File: config.mk
export PLATFORM = sky130hd
export DESIGN_NAME = regwrite_arb_flat
export DESIGN_NICKNAME = d
export VERILOG_FILES = /design/src/rtl/regwrite_arb_if.sv /design/src/rtl/regwrite_arb.sv /design/src/flat_wrapper.sv
export SDC_FILE = /design/constraint.sdc
export NUM_CORES = 1
export LEC_CHECK = 0
export ABC_AREA = 1
export BUFFER_PORTS_ARGS = -buffer_cell sky130_fd_sc_hd__buf_2
export CORE_MARGIN = 10
export CORE_UTILIZATION = 50
export DETAILED_ROUTE_END_ITERATION = 8
export PLACE_DENSITY_LB_ADDON = 0.25
export SKIP_LAST_GASP = 1
export SLEW_MARGIN = 5
export SYNTH_ARGS = -nofsm -noshare
export SYNTH_HDL_FRONTEND = slang
export SYNTH_SLANG_ARGS = --single-unit
export TNS_END_PERCENT = 10
File: constraint.sdc
create_clock -name clk -period 4.3 [get_ports clk]
set_input_delay 0.215 -clock clk [delete_from_list [all_inputs] [get_ports clk]]
set_output_delay 0.215 -clock clk [all_outputs]
set_load 0.02 [all_outputs]
File: src/rtl/regwrite_arb_if.sv
// -----------------------------------------------------------------------------
// regwrite_arb_if
// Bundles the producer handshakes and the register-file write port of the
// writeback arbiter.
//
// Handshake semantics (both producer channels): a transfer completes on a
// rising clock edge where valid and ready are both high. The producer holds
// its address/data stable while valid is high. Ready never depends on the
// same-cycle valid, so a producer may raise valid in response to ready.
//
// Signals:
//   alu_valid/alu_ready/alu_waddr/alu_wdata : single-cycle ALU result channel
//   ld_valid/ld_ready/ld_waddr/ld_wdata     : load-return channel
//   we/waddr/wdata                          : registered register-file write port
//   pend_mask                               : registers with a queued load write
//   waw_err                                 : sticky ALU-over-pending-load flag
// Modports: slave = arbiter view, master = producer/consumer view.
// -----------------------------------------------------------------------------
interface regwrite_arb_if #(
  parameter int RADDRWIDTH = 3,
  parameter int REGWIDTH   = 16
);
  logic                       alu_valid;
  logic                       alu_ready;
  logic [RADDRWIDTH-1:0]      alu_waddr;
  logic [REGWIDTH-1:0]        alu_wdata;
  logic                       ld_valid;
  logic                       ld_ready;
  logic [RADDRWIDTH-1:0]      ld_waddr;
  logic [REGWIDTH-1:0]        ld_wdata;
  logic                       we;
  logic [RADDRWIDTH-1:0]      waddr;
  logic [REGWIDTH-1:0]        wdata;
  logic [2**RADDRWIDTH-1:0]   pend_mask;
  logic                       waw_err;

  modport slave (
    input  alu_valid, alu_waddr, alu_wdata, ld_valid, ld_waddr, ld_wdata,
    output alu_ready, ld_ready, we, waddr, wdata, pend_mask, waw_err
  );

  modport master (
    output alu_valid, alu_waddr, alu_wdata, ld_valid, ld_waddr, ld_wdata,
    input  alu_ready, ld_ready, we, waddr, wdata, pend_mask, waw_err
  );
endinterface

File: src/rtl/regwrite_arb.sv
// -----------------------------------------------------------------------------
// regwrite_arb
// Drives the register file's single write port from two producers: the ALU
// result path (priority) and the load-return path (buffered in a small FIFO,
// drained on idle ALU cycles). A starvation counter forces a load drain after
// STARVE_LIMIT consecutive ALU grants while loads wait. pend_mask exposes the
// registers that still have a load write queued or in the output stage.
//
// Ports:
//   clk  : clock, all state on the rising edge
//   rst  : asynchronous active-low reset
//   bus  : regwrite_arb_if.slave (producer channels + write port + status)
// -----------------------------------------------------------------------------
module regwrite_arb #(
  parameter int RADDRWIDTH   = 3,
  parameter int REGWIDTH     = 16,
  parameter int LQDEPTH      = 2,
  parameter int STARVE_LIMIT = 4
) (
  input  logic               clk,
  input  logic               rst,
  regwrite_arb_if.slave      bus
);

  localparam int AW = (LQDEPTH > 1) ? $clog2(LQDEPTH) : 1;
  localparam int PW = AW + 1;                       // extra bit tells full from empty
  localparam int CW = $clog2(STARVE_LIMIT + 1);
  localparam int NR = 2 ** RADDRWIDTH;

  // Load FIFO storage and pointers
  logic [RADDRWIDTH-1:0] lq_addr [LQDEPTH];
  logic [REGWIDTH-1:0]   lq_data [LQDEPTH];
  logic [PW-1:0]         wr_ptr;
  logic [PW-1:0]         rd_ptr;
  logic [PW-1:0]         lq_count;
  logic                  lq_empty;
  logic                  lq_full;

  logic [CW-1:0]         starve_cnt;

  // Output stage
  logic                  we_q;
  logic                  from_ld_q;                 // output write came from the FIFO
  logic [RADDRWIDTH-1:0] waddr_q;
  logic [REGWIDTH-1:0]   wdata_q;
  logic                  waw_q;
  logic [NR-1:0]         pend;

  logic                  alu_sel;
  logic                  ld_push;
  logic                  pop;
  logic [RADDRWIDTH-1:0] head_addr;
  logic [REGWIDTH-1:0]   head_data;

  assign lq_empty  = (wr_ptr == rd_ptr);
  assign lq_full   = (wr_ptr[AW-1:0] == rd_ptr[AW-1:0]) && (wr_ptr[AW] != rd_ptr[AW]);
  assign lq_count  = wr_ptr - rd_ptr;
  assign head_addr = lq_addr[rd_ptr[AW-1:0]];
  assign head_data = lq_data[rd_ptr[AW-1:0]];

  // Both readies come from registered state only, never from same-cycle valids.
  assign bus.ld_ready  = !lq_full;
  assign bus.alu_ready = (starve_cnt != CW'(STARVE_LIMIT));

  assign alu_sel = bus.alu_valid && bus.alu_ready;
  // Loads to r0 complete the handshake but are dropped before the FIFO.
  assign ld_push = bus.ld_valid && !lq_full && (bus.ld_waddr != '0);
  // Pop decision looks only at entries already stored, so no same-cycle bypass.
  assign pop     = !alu_sel && !lq_empty;

  // Pending-load mask: every occupied FIFO slot plus a load in the output stage.
  always_comb begin
    pend = '0;
    for (int k = 0; k < LQDEPTH; k++) begin
      if (PW'(k) < lq_count) begin
        pend[lq_addr[AW'(rd_ptr[AW-1:0] + AW'(k))]] = 1'b1;
      end
    end
    if (we_q && from_ld_q) begin
      pend[waddr_q] = 1'b1;
    end
    pend[0] = 1'b0;
  end

  assign bus.we        = we_q;
  assign bus.waddr     = waddr_q;
  assign bus.wdata     = wdata_q;
  assign bus.pend_mask = pend;
  assign bus.waw_err   = waw_q;

  // FIFO payload needs no reset: only slots inside [rd_ptr, wr_ptr) are read.
  always_ff @(posedge clk) begin
    if (ld_push) begin
      lq_addr[wr_ptr[AW-1:0]] <= bus.ld_waddr;
      lq_data[wr_ptr[AW-1:0]] <= bus.ld_wdata;
    end
  end

  always_ff @(posedge clk or negedge rst) begin
    if (!rst) begin
      wr_ptr     <= '0;
      rd_ptr     <= '0;
      starve_cnt <= '0;
      we_q       <= 1'b0;
      from_ld_q  <= 1'b0;
      waddr_q    <= '0;
      wdata_q    <= '0;
      waw_q      <= 1'b0;
    end else begin
      if (ld_push) wr_ptr <= wr_ptr + PW'(1);
      if (pop)     rd_ptr <= rd_ptr + PW'(1);

      // Counts ALU wins over a waiting load; at the limit alu_ready drops,
      // the head pops and the count restarts.
      if (pop || lq_empty) begin
        starve_cnt <= '0;
      end else if (alu_sel) begin
        starve_cnt <= starve_cnt + CW'(1);
      end

      // FIFO entries never hold r0, so a pop always writes.
      we_q      <= (alu_sel && (bus.alu_waddr != '0)) || pop;
      from_ld_q <= pop;
      if (alu_sel) begin
        waddr_q <= bus.alu_waddr;
        wdata_q <= bus.alu_wdata;
      end else if (pop) begin
        waddr_q <= head_addr;
        wdata_q <= head_data;
      end

      if (alu_sel && (bus.alu_waddr != '0) && pend[bus.alu_waddr]) begin
        waw_q <= 1'b1;
      end
    end
  end

endmodule
File: src/flat_wrapper.sv
// flat-port wrapper written by rule: the top's interface ports become plain ports
module regwrite_arb_flat 
#(
  parameter int RADDRWIDTH   = 3,
  parameter int REGWIDTH     = 16,
  parameter int LQDEPTH      = 2,
  parameter int STARVE_LIMIT = 4
)
  (clk, rst, bus_alu_valid, bus_alu_waddr, bus_alu_wdata, bus_ld_valid, bus_ld_waddr, bus_ld_wdata, bus_alu_ready, bus_ld_ready, bus_we, bus_waddr, bus_wdata, bus_pend_mask, bus_waw_err);
  regwrite_arb_if #(.RADDRWIDTH(RADDRWIDTH), .REGWIDTH(REGWIDTH)) bus_i ();
  input  logic clk;
  input  logic rst;
  input wire logic [$bits(bus_i.alu_valid)-1:0] bus_alu_valid;
  input wire logic [$bits(bus_i.alu_waddr)-1:0] bus_alu_waddr;
  input wire logic [$bits(bus_i.alu_wdata)-1:0] bus_alu_wdata;
  input wire logic [$bits(bus_i.ld_valid)-1:0] bus_ld_valid;
  input wire logic [$bits(bus_i.ld_waddr)-1:0] bus_ld_waddr;
  input wire logic [$bits(bus_i.ld_wdata)-1:0] bus_ld_wdata;
  output wire logic [$bits(bus_i.alu_ready)-1:0] bus_alu_ready;
  output wire logic [$bits(bus_i.ld_ready)-1:0] bus_ld_ready;
  output wire logic [$bits(bus_i.we)-1:0] bus_we;
  output wire logic [$bits(bus_i.waddr)-1:0] bus_waddr;
  output wire logic [$bits(bus_i.wdata)-1:0] bus_wdata;
  output wire logic [$bits(bus_i.pend_mask)-1:0] bus_pend_mask;
  output wire logic [$bits(bus_i.waw_err)-1:0] bus_waw_err;
  assign bus_i.alu_valid = bus_alu_valid;
  assign bus_i.alu_waddr = bus_alu_waddr;
  assign bus_i.alu_wdata = bus_alu_wdata;
  assign bus_i.ld_valid = bus_ld_valid;
  assign bus_i.ld_waddr = bus_ld_waddr;
  assign bus_i.ld_wdata = bus_ld_wdata;
  assign bus_alu_ready = bus_i.alu_ready;
  assign bus_ld_ready = bus_i.ld_ready;
  assign bus_we = bus_i.we;
  assign bus_waddr = bus_i.waddr;
  assign bus_wdata = bus_i.wdata;
  assign bus_pend_mask = bus_i.pend_mask;
  assign bus_waw_err = bus_i.waw_err;
  regwrite_arb #(.RADDRWIDTH(RADDRWIDTH), .REGWIDTH(REGWIDTH), .LQDEPTH(LQDEPTH), .STARVE_LIMIT(STARVE_LIMIT)) u_core (.clk(clk), .rst(rst), .bus(bus_i));
endmodule
==> flow_summary_export.csv <==
group,metric,value,unit
detailed_routing,via_per_inst,5.010,
sta,setup_tns,0,ns
worst_setup_path,startpoint_type,"flip-flop",
synth,synthTopCellsByArea,"edfxtp_1 (36%), dfrtp_1 (23%), nand2_1 (14%), o21ai_0 (5.1%), nand3_1 (4.8%)",
sta,period_share,60.58,%
final_layout,nFillCells,511,
sta,fin_ws,1.695,ns
place,place_congestion,0.8697,
sta,tightestPinTransition,1.029,ns
final_layout,area_delta_synth_final,19.78,%
sta,slew_violations,0,
worst_setup_path,worstPathMaxFanout,35,
hold_path,min_from,"bus_ld_wdata[7]",
final_layout,design_area,0.003751,mm²
detailed_routing,drt_iter0_drc,143,
floorplanning,dieWidth,99.14,µm
worst_setup_path,worst_r2r_startpoint,"u_core.starve_cnt[0]$_DFFE_PN0P_",
worst_setup_path,rr_endpoint,"u_core.bus.waddr[2]$_DFFE_PN0P_",
synth,synth_cell_types,27,
synth,synthSimpleGateAreaFrac,25.45,%
place,dp_hpwl,5024,µm
floorplanning,dieArea,0.009829,mm²
worst_setup_path,path_class,"reg -> reg",
worst_setup_path,end_kind,"flip-flop",
synth,muxShareOfSynthArea,0,%
synth,synth_seq_cells,67,
pwr,p_per_area,756.5,mW/mm²
final_layout,nNetsFinal,460,
global_route,grt_max_degree,36,
clock_network,clock-sinks,67,
synth,synthesis.area,0.003132,mm²
detailed_routing,dr.pass1.iters,4,
worst_setup_path,arrival,2.85,ns
hold_path,min_path_cells,1,
worst_setup_path,rrSetupSlack,1.69,ns
sta,grt_setup_unrepaired,"false",
pwr,leakagePower,1.723,nW
synth,netlist_top_cells_count,"nand2_1 (115), edfxtp_1 (38), o21ai_0 (32), nand3_1 (30), nor2_1 (30)",
global_route,grt_use_total,14.23,%
clock_network,htree_levels,3,
global_route,antenna_found_initial,0,
sta,slew_headroom,31.34,%
place,dpl_worst_slack,1.646,ns
clock_network,insertion_delay,0.34,ns
detailed_routing,wl_per_cell,13.82,µm
synth,synthXorXnorAreaFrac,1.119,%
floorplanning,ioPinCount,73,
synth,syn_inst,343,
detailed_routing,top_layer_used,"met4",
flow_run,drv_cap,0,
floorplanning,core,0.005991,mm²
place,portBuffers,71,
sta,fmax,0.3839,GHz
final_layout,diodes,0,
synth,synth-adder-area-share,1.199,%
clock_network,numCtsBuffers,9,
synth,synth.most_common_cell,"nand2_1",
detailed_routing,antenna_left,0,
synth,seq_area_frac_synth,59.61,%
global_route,grt_pass1_wl,11260,µm
place,place_area,0.003522,mm²
final_layout,layout-drive-gt1-share,24.05,%
detailed_routing,route.detailed.drc,0,
detailed_routing,wl_met3,440,µm
clock_network,post_cts_resized,0,
clock_network,ctsHoldBuffers,1,
hold_path,hold_end,"u_core.lq_data[1][7]$_DFFE_PP_",
pwr,ir_drop,0.0004951,V
detailed_routing,dr_total_vias,2480,
clock_network,cts_tree,"built",
global_route,overflow,0,
sta,period_needed,2.605,ns
clock_network,clkTransAtPathRegs,0.07,ns
detailed_routing,routed_wl,6842,µm
worst_setup_path,required,4.55,ns
synth,yosys.area.top_type,"edfxtp_1",
floorplanning,die_h,99.14,µm
clock_network,clk_path_buf_depth,2,
synth,async_flop_share,43.28,%
sta,hold_violations,0,
synth,synth_area_per_cell,9.130,µm²
sta,skew,0.01489,ns
clock_network,cts_setup_buffers,0,
synth,ys_warn_count,0,
synth,synth_ff_type,"edfxtp_1",
floorplanning,rows,28,
detailed_routing,met1_length,2867,µm
synth,synth_top_family_by_area,"simple AND/OR/NAND/NOR gates",
synth,yosys.area.top_type_share,36.44,%
detailed_routing,met2_length,3450,µm
worst_setup_path,reg2regPathDepth,8,
synth,synth_edf_count,38,
global_route,grt_pass1_vias,2447,
synth,synth_compound_area_share,7.271,%
synth,synth_nets,388,
run_status,status,"finished clean",
floorplanning,initial_core_util,52.28,%
sta,setup_viol,0,
clock_network,cts-root-buf,"clkbuf_8",
hold_path,hold_class,"in -> reg",
worst max path at each step:
| stage | depth (start not counted) | slack (ns) | startpoint | to |
|---|---|---|---|---|
| global placement | 8 | 1.79 | u_core.starve_cnt[0]$_DFFE_PN0P_ | u_core.bus.waddr[2]$_DFFE_PN0P_ |
| finish | 8 | 1.69 | u_core.starve_cnt[0]$_DFFE_PN0P_ | u_core.bus.waddr[2]$_DFFE_PN0P_ |
| global route | 8 | 1.36 | u_core.starve_cnt[0]$_DFFE_PN0P_ | u_core.bus.waddr[2]$_DFFE_PN0P_ |
| detailed placement | 7 | 1.65 | u_core.starve_cnt[0]$_DFFE_PN0P_ | u_core.bus.wdata[3]$_DFFE_PN0P_ |
| floorplan | 4 | 1.71 | u_core.rd_ptr[0]$_DFFE_PN0P_ | u_core.lq_addr[1][0]$_DFFE_PP_ |
| CTS | 7 | 1.61 | u_core.starve_cnt[0]$_DFFE_PN0P_ | u_core.bus.wdata[3]$_DFFE_PN0P_ |
worst max-delay path, cell delays in order, from the launching register on:
cell and delay, ns:
dfrtp_1 0.39, inv_1 0.07, ha_1 0.14, nand2_1 0.07, nand2_2 0.41, inv_1 0.21
nor2_2 0.84, inv_1 0.17, o221ai_1 0.19
state kept, by name, summed over array words and instances (netlist names):
name                flops
u_core.bus.we           1
u_core.bus.waw_err      1
u_core.starve_cnt       3
u_core.rd_ptr           2
u_core.wr_ptr           2
u_core.bus.wdata       16
u_core.lq_addr          6
u_core.lq_data         32
u_core.from_ld_q        1
u_core.bus.waddr        3
cell usage in the layout (no fill, tap or decap), types with 2 or more instances in the layout:
| cell | synthesis | routed |
|---|---|---|
| xor2_1 | 3 | 3 |
| edfxtp_1 | 38 | 38 |
| nor2_1 | 30 | 27 |
| nand2_2 | 7 | 7 |
| nor3_1 | 3 | 3 |
| nand2_1 | 115 | 115 |
| inv_1 | 22 | 22 |
| a21oi_1 | 2 | 2 |
| buf_2 | 4 | 71 |
| nand3_1 | 30 | 30 |
| o221ai_1 | 3 | 3 |
| dfrtp_1 | 29 | 29 |
| o21ai_1 | 3 | 3 |
| nand3_2 | 3 | 3 |
| inv_2 | 2 | 2 |
| clkbuf_8 | 0 | 10 |
| clkbuf_1 | 3 | 2 |
| bufinv_16 | 0 | 2 |
| nor2_2 | 0 | 3 |
| ha_1 | 3 | 3 |
| o21ai_0 | 32 | 32 |
where the power goes:
group	switching [mW]	internal, mW	total, mW	leakage, nW
Clock	0.223	0.343	0.566	0.111
Combinational	0.867	0.364	1.23	0.920
Sequential	0.113	0.927	1.04	0.692
Total	1.20	1.63	2.84	1.72
cell families (layout without fill, tap and decap cells):
group | count (synthesis) | in the layout
other cells | 1 | 1
simple gates | 190 | 190
compound gates | 42 | 42
xor+xnor | 4 | 4
fa+ha+maj | 3 | 3
buf+inv | 36 | 113
flops | 67 | 67
routing by layer:
metal | up-vias | global-route usage (%)
met4 | 0 | 6.284
li1 | 1281 | -
met1 | 1125 | 15.41
met5 | - | 0
met3 | 9 | 5.398
met2 | 65 | 24.25
final cells by class:
type                            count  area [µm²]  area share (%)
Sequential cell                    67        1867           49.77
Multi-Input combinational cell    240        1109           29.55
Timing Repair Buffer               73       372.9           9.940
Clock buffer                       12       145.1           3.869
Tap cell                           75       93.84           2.502
Inverter                           24       90.09           2.402
Clock inverter                      4       73.82           1.968
metrics by stage:
| stage | instances | util (%) | hold WS [ns] | total power, mW |
|---|---|---|---|---|
| after floorplan | 343 | - | -0.08059 | 1.933 |
| after global placement | 478 | 58.79 | 0.2741 | 2.266 |
| after detailed placement | 478 | 58.79 | 0.2890 | 2.297 |
| after CTS | 495 | 62.61 | 0.04575 | 2.866 |
| after global routing | 495 | 62.61 | 0.04710 | 3.055 |
| final | 495 | 62.61 | 0.06708 | 2.838 |
No activity file was read; power rests on OpenSTA's default activity.
